===== config.mk =====
export PLATFORM = sky130hd
export DESIGN_NAME = uart_rx_oversampler
export DESIGN_NICKNAME = d
export VERILOG_FILES = /design/src/rtl/uart_pkg.sv /design/src/rtl/uart_tick_gen.sv /design/src/rtl/uart_rx_oversampler.sv
export SDC_FILE = /design/constraint.sdc
export NUM_CORES = 1
export LEC_CHECK = 0
export BUFFER_PORTS_ARGS = -buffer_cell sky130_fd_sc_hd__buf_4
export CORE_MARGIN = 2
export CORE_UTILIZATION = 38
export CTS_CLUSTER_SIZE = 10
export DETAILED_ROUTE_END_ITERATION = 7
export PLACE_DENSITY = 0.68
export SYNTH_ARGS = -nofsm -noshare
export SYNTH_HDL_FRONTEND = slang
export SYNTH_SLANG_ARGS = --single-unit

===== constraint.sdc =====
create_clock -name clk -period 4.3 [get_ports clk]
set_input_delay 0.645 -clock clk [delete_from_list [all_inputs] [get_ports clk]]
set_output_delay 0.645 -clock clk [all_outputs]
set_load 0.01 [all_outputs]

===== src/rtl/uart_pkg.sv =====
// Shared UART definitions: receiver FSM states, oversampling constants and
// the majority vote used to decide each bit from its mid-bit samples.
package uart_pkg;

   localparam int unsigned OVERSAMPLE = 8;

   localparam logic [2:0] SC_VOTE_A = 3'd3;
   localparam logic [2:0] SC_VOTE_B = 3'd4;
   localparam logic [2:0] SC_VOTE_C = 3'd5;
   localparam logic [2:0] SC_LAST   = 3'(OVERSAMPLE - 1);

   typedef enum logic [2:0] {
      ST_IDLE,
      ST_START,
      ST_DATA,
      ST_PARITY,
      ST_STOP,
      ST_BREAK
   } rx_state_t;

   function automatic logic maj3(input logic a, input logic b, input logic c);
      return (a & b) | (a & c) | (b & c);
   endfunction

endpackage


===== src/rtl/uart_tick_gen.sv =====
// Sample-tick generator: one-cycle tick every preescalar_data_rate clocks,
// with a prescaler of 0 behaving as 1. Shared with the transmitter.
module uart_tick_gen #(
   parameter int unsigned PRESCALER_WIDTH = 16
) (
   input  logic                       clk,
   input  logic                       rst,
   input  logic [PRESCALER_WIDTH-1:0] preescalar_data_rate,
   output logic                       tick
);

   logic [PRESCALER_WIDTH-1:0] count;
   logic [PRESCALER_WIDTH-1:0] reload;

   // The prescaler is only sampled at reload, so changes apply from the next period.
   always_comb begin
      reload = '0;
      if (preescalar_data_rate != '0)
         reload = preescalar_data_rate - 1'b1;
   end

   always_comb tick = (count == '0);

   always_ff @(posedge clk or negedge rst) begin
      if (!rst)
         count <= '0;
      else if (tick)
         count <= reload;
      else
         count <= count - 1'b1;
   end

endmodule


===== src/rtl/uart_rx_oversampler.sv =====
// 8x oversampling UART receiver with 2-of-3 mid-bit voting, framing/noise flags.
// Optional even parity check when UART_RX_PARITY_EN is defined.
module uart_rx_oversampler
   import uart_pkg::*;
#(
   parameter int unsigned DATA_WIDTH      = 8,
   parameter int unsigned PRESCALER_WIDTH = 16
) (
   input  logic                       clk,
   input  logic                       rst,
   input  logic                       rx,
   input  logic [PRESCALER_WIDTH-1:0] preescalar_data_rate,
   output logic [DATA_WIDTH-1:0]      rx_data,
   output logic                       rx_valid,
   output logic                       frame_error,
   output logic                       noise_detected,
   output logic                       rx_busy
`ifdef UART_RX_PARITY_EN
   ,
   output logic                       parity_error
`endif
);

   localparam int unsigned CNT_W = (DATA_WIDTH > 1) ? $clog2(DATA_WIDTH) : 1;
   localparam logic [CNT_W-1:0] LAST_BIT = CNT_W'(DATA_WIDTH - 1);

   logic rx_meta, rx_sync, tick;

   rx_state_t             state, state_n;
   logic [2:0]            sc, sc_n;
   logic [CNT_W-1:0]      bit_cnt, bit_cnt_n;
   logic [DATA_WIDTH-1:0] shift_q, shift_n, rx_data_n;
   logic                  samp_a, samp_a_n, samp_b, samp_b_n;
   logic                  noise_q, noise_n, frame_noise;
   logic                  vote, noisy;
   logic                  rx_valid_n, frame_error_n, noise_detected_n;
`ifdef UART_RX_PARITY_EN
   logic                  par_q, par_n, parity_error_n;
`endif

   always_ff @(posedge clk or negedge rst) begin
      if (!rst) begin
         rx_meta <= 1'b1;
         rx_sync <= 1'b1;
      end else begin
         rx_meta <= rx;
         rx_sync <= rx_meta;
      end
   end

   uart_tick_gen #(.PRESCALER_WIDTH(PRESCALER_WIDTH)) u_tick (
      .clk                  (clk),
      .rst                  (rst),
      .preescalar_data_rate (preescalar_data_rate),
      .tick                 (tick)
   );

   // Samples at sc=3/4 are held; the sc=5 sample is the live synchronized line.
   always_comb begin
      vote        = maj3(samp_a, samp_b, rx_sync);
      noisy       = (samp_a != rx_sync) || (samp_b != rx_sync);
      frame_noise = noise_q | noisy;
   end

   always_comb begin
      state_n          = state;
      sc_n             = sc;
      bit_cnt_n        = bit_cnt;
      shift_n          = shift_q;
      samp_a_n         = samp_a;
      samp_b_n         = samp_b;
      noise_n          = noise_q;
      rx_data_n        = rx_data;
      rx_valid_n       = 1'b0;
      frame_error_n    = 1'b0;
      noise_detected_n = 1'b0;
`ifdef UART_RX_PARITY_EN
      par_n            = par_q;
      parity_error_n   = 1'b0;
`endif
      if (tick) begin
         if (state != ST_IDLE && state != ST_BREAK) begin
            sc_n = sc + 3'd1;
            if (sc == SC_VOTE_A) samp_a_n = rx_sync;
            if (sc == SC_VOTE_B) samp_b_n = rx_sync;
            if (sc == SC_VOTE_C) noise_n  = frame_noise;
         end
         case (state)
            ST_IDLE: begin
               if (!rx_sync) begin
                  state_n   = ST_START;
                  sc_n      = '0;
                  bit_cnt_n = '0;
                  noise_n   = 1'b0;
               end
            end
            ST_START: begin
               if (sc == SC_VOTE_C && vote)
                  state_n = ST_IDLE;
               else if (sc == SC_LAST)
                  state_n = ST_DATA;
            end
            ST_DATA: begin
               if (sc == SC_VOTE_C) begin
                  shift_n = shift_q >> 1;
                  shift_n[DATA_WIDTH-1] = vote;
               end
               if (sc == SC_LAST) begin
                  bit_cnt_n = bit_cnt + 1'b1;
                  if (bit_cnt == LAST_BIT)
`ifdef UART_RX_PARITY_EN
                     state_n = ST_PARITY;
`else
                     state_n = ST_STOP;
`endif
               end
            end
`ifdef UART_RX_PARITY_EN
            ST_PARITY: begin
               if (sc == SC_VOTE_C) par_n = vote;
               if (sc == SC_LAST) state_n = ST_STOP;
            end
`endif
            ST_STOP: begin
               if (sc == SC_VOTE_C) begin
                  noise_detected_n = frame_noise;
                  if (vote) begin
                     rx_data_n  = shift_q;
                     rx_valid_n = 1'b1;
`ifdef UART_RX_PARITY_EN
                     parity_error_n = par_q ^ (^shift_q);
`endif
                     state_n    = ST_IDLE;
                  end else begin
                     frame_error_n = 1'b1;
                     state_n       = ST_BREAK;
                  end
               end
            end
            ST_BREAK: begin
               if (rx_sync) state_n = ST_IDLE;
            end
            default: state_n = ST_IDLE;
         endcase
      end
   end

   always_comb rx_busy = (state != ST_IDLE);

   always_ff @(posedge clk or negedge rst) begin
      if (!rst) begin
         state          <= ST_IDLE;
         sc             <= '0;
         bit_cnt        <= '0;
         shift_q        <= '0;
         samp_a         <= 1'b1;
         samp_b         <= 1'b1;
         noise_q        <= 1'b0;
         rx_data        <= '0;
         rx_valid       <= 1'b0;
         frame_error    <= 1'b0;
         noise_detected <= 1'b0;
`ifdef UART_RX_PARITY_EN
         par_q          <= 1'b0;
         parity_error   <= 1'b0;
`endif
      end else begin
         state          <= state_n;
         sc             <= sc_n;
         bit_cnt        <= bit_cnt_n;
         shift_q        <= shift_n;
         samp_a         <= samp_a_n;
         samp_b         <= samp_b_n;
         noise_q        <= noise_n;
         rx_data        <= rx_data_n;
         rx_valid       <= rx_valid_n;
         frame_error    <= frame_error_n;
         noise_detected <= noise_detected_n;
`ifdef UART_RX_PARITY_EN
         par_q          <= par_n;
         parity_error   <= parity_error_n;
`endif
      end
   end

endmodule

==> results.md <==
* Outcome: finished, final reports clean
* Clock sink count at 49
* Ys Warns at 0
* VDD IR max at 0.000140 V
* Fin. max-slew vios at 0
* # fillers at 664
* Mean Syn Cell Area at 10.8 um^2
* Crit path from: u_tick.count[0]
* Layout cells sized above 1 at 24.1%
* Rel. slew slack at 54.2%
* Core Region at 0.00683 mm^2
* Synth Cell Area at 0.00269 mm^2
* Final Hold Viols at 0
* Top cells by count, synth: dfrtp_1, nand2_1, inv_1, nor2_1, nor3_1
* Post-route minimum period at 3.04 ns
* GRT overflow at 0
* CTS root buffer: clkbuf_8
* Crit path max-delay family: simple AND/OR/NAND/NOR gates
* Buf+Inv Stages, Crit Path at 1
* CTS clk-pin slew, worst paths at 0.09 ns
* Worst R2R Setup Slack at 1.26 ns
* Top sig layer: met4
* Setup TNS at 0 ns
* H-tree depth at 2
* Power Density at 287 mW/mm^2
* Synth area leader: dfrtp_1
* Initial core utilization at 39.4%
* Area delta synth->final at 14.9%
* Post-route DRC at 0
* Setup Skew at 0.00851 ns
* Most common cell in the netlist: dfrtp_1
* Routed Antenna Nets at 0
* HPWL after DPL at 3620 um
* Number of synthesized flops with an enable pin at 0
* Worst-margin pin slew at 0.681 ns
* Routed wl met2 at 2270 um
* Initial antenna violation count at 0
* Critical path fanouts, max at 15
* Vias in the first global route at 1,838
* Longest Clk Path Bufs at 2
* Ranking of synthesized cells by area: dfrtp_1, ha_1, mux2_4, xnor2_1, dfstp_2
* Worst skew pair latency at 0.30 ns
* Diode count at 0
* CP max stage delay at 0.61 ns
* Sequential share of the synthesized area at 45.8%
* Yosys reg bits at 49
* Worst path cell trace: inv_1 -> ha_1 -> or3b_1 -> nor4_4 -> and2_1 -> nand4_4 -> mux2_1
* Fin area at 0.00309 mm^2
* Utilization after layout at 45.3%
* Setup Fix Bufs, Post-CTS at 0
* Gates resized, CTS repair at 0
* Final cycle utilization of the critical path at 70.7%
* First-pass GRT wire length at 8520 um
* # setup viols final at 0
* Critical Path AT at 3.23 ns
* Most used DFF post-synth: dfrtp_1
* CTS tree: yes
* Wire length on met3 at 276 um
* Mapped Cells at 249
* Worst Setup End Kind: flop
* Rows at 30
* CP Depth at 7
* Routed len/inst at 13.0 um
* Dpl cell area at 0.00299 mm^2
* CP endpoint: shift_q[6]
* Unique masters post-synth at 56
* Total power draw at 889 uW
* Die area at 0.00777 mm^2
* Max Cap Viol at 0
* CTS buffer count at 5
* DR iter-0 viols at 63
* FFs w/ async S/R, synth at 100%
* Routed Wire Length at 4870 um
* RSZ-0062 raised after global routing: false
* Die width at 88.1 um
* Crit Reg-Reg Endpoint: shift_q[6]
* Syn nets at 279
* Post-synth top area share at 41.9%
* Total Routing Usage GR at 14.0%
* Gpl congestion at 0.864
* Worst setup SP type: flop
* Setup Crit Path Kind: flop to flop
* CP required at 4.49 ns
* Max Fclk at 329 MHz
* Drt pass-1 iters at 4
* Met1 WL at 2240 um
* IO Pins at 31
* Hold Crit Class: input pin to async pin
* Slowest-stage cell, CP: and2_1
* R2R depth at 7
* Port buffer count at 30
* Vias at 1,909
* # hold bufs at CTS at 0
* Largest net degree at the start of global routing at 50
* Reg2Reg Launch Point: u_tick.count[0]
* Via-to-Cell Ratio at 5.10
* Nets at 307
* Die Height at 88.1 um
* Leak Pwr at 0.00137 uW
-- routing by layer --
layer	up-vias	track usage, %
li1	960	-
met1	888	18.8
met2	55	22.7
met3	6	2.64
met4	0	5.10
met5	-	0
-- worst min-delay path by stage --
stage / from / end / slack [ns]
2_1_floorplan: rst / bit_cnt[0] / 0.35
3_3_place_gp: rx_meta / rx_sync / 0.35
3_5_place_dp: rx_meta / rx_sync / 0.35
4_1_cts: rx_meta / rx_sync / 0.35
5_1_grt: rx_meta / rx_sync / 0.35
6_report: rst / state[1] / 0.35
-- area by class of cell --
cell class              count  area (um^2)  area share (%)
multi-input cells         177         1360            44.1
flip-flops and latches     49         1230            39.8
repair buffers             30          225            7.28
well taps                  96          120            3.89
clock buffers               6         82.6            2.67
inverters                  14         52.6            1.70
clock inverters             2         17.5           0.567
-- power breakdown --
part	total [uW]	internal [uW]	switching, uW	leakage (uW)
Combinational	88.7	43.4	45.3	0.000710
Sequential	512	486	25.7	0.000610
Clock	288	134	154	0.0000518
-- layout by cell type, fill, tap and decap left out, types with 2 or more instances in the layout --
cell type  instances
a21oi_1            7
a22o_1             2
a32o_1             2
and2_1             2
buf_4             30
clkbuf_8           6
dfrtp_1           45
dfstp_2            4
ha_1              11
inv_1             14
mux2_1             3
mux2_2             8
mux2_4             8
mux2i_1            3
nand2_1           16
nand3_1            3
nand4_1            2
nor2_1            14
nor3_1            14
o21ai_0            6
o21ai_1            2
o22ai_1            9
o31ai_1            5
or2_2              2
or3_1              4
or3b_1             2
or4_1              7
xnor2_1           13
xor2_1             7
-- flip-flops by register name, indices dropped and copies added (netlist names), 3 cells and up --
signal	flops
shift_q	8
u_tick.count	16
sc	3
state	3
bit_cnt	3
rx_data	8
-- worst reg2reg max path, delay by kind of cell (launching register included) --
| family | cells | cell delay, ns |
|---|---|---|
| fa+ha+maj | 1 | 0.16 |
| mux | 1 | 0.38 |
| buf+inv | 1 | 0.07 |
| flops | 1 | 0.41 |
| simple gates | 4 | 1.91 |
-- through the flow --
stage / hold WS (ns) / setup slack, ns / instances
2_1_floorplan: 0.345 / 1.74 / 249
6_report: 0.347 / 1.26 / 374
5_1_grt: 0.354 / 0.979 / 374
4_1_cts: 0.349 / 1.25 / 374
3_5_place_dp: 0.347 / 1.28 / 366
3_3_place_gp: 0.345 / 1.39 / 366
-- cell families after synthesis --
kind of cell    share of synthesized area [%]
simple gates                             17.9
flops                                    45.8
compound gates                           11.0
buf+inv                                  3.58
mux                                      10.2
xor+xnor                                 6.51
fa+ha+maj                                5.12
No activity file was read; power rests on OpenSTA's default activity.
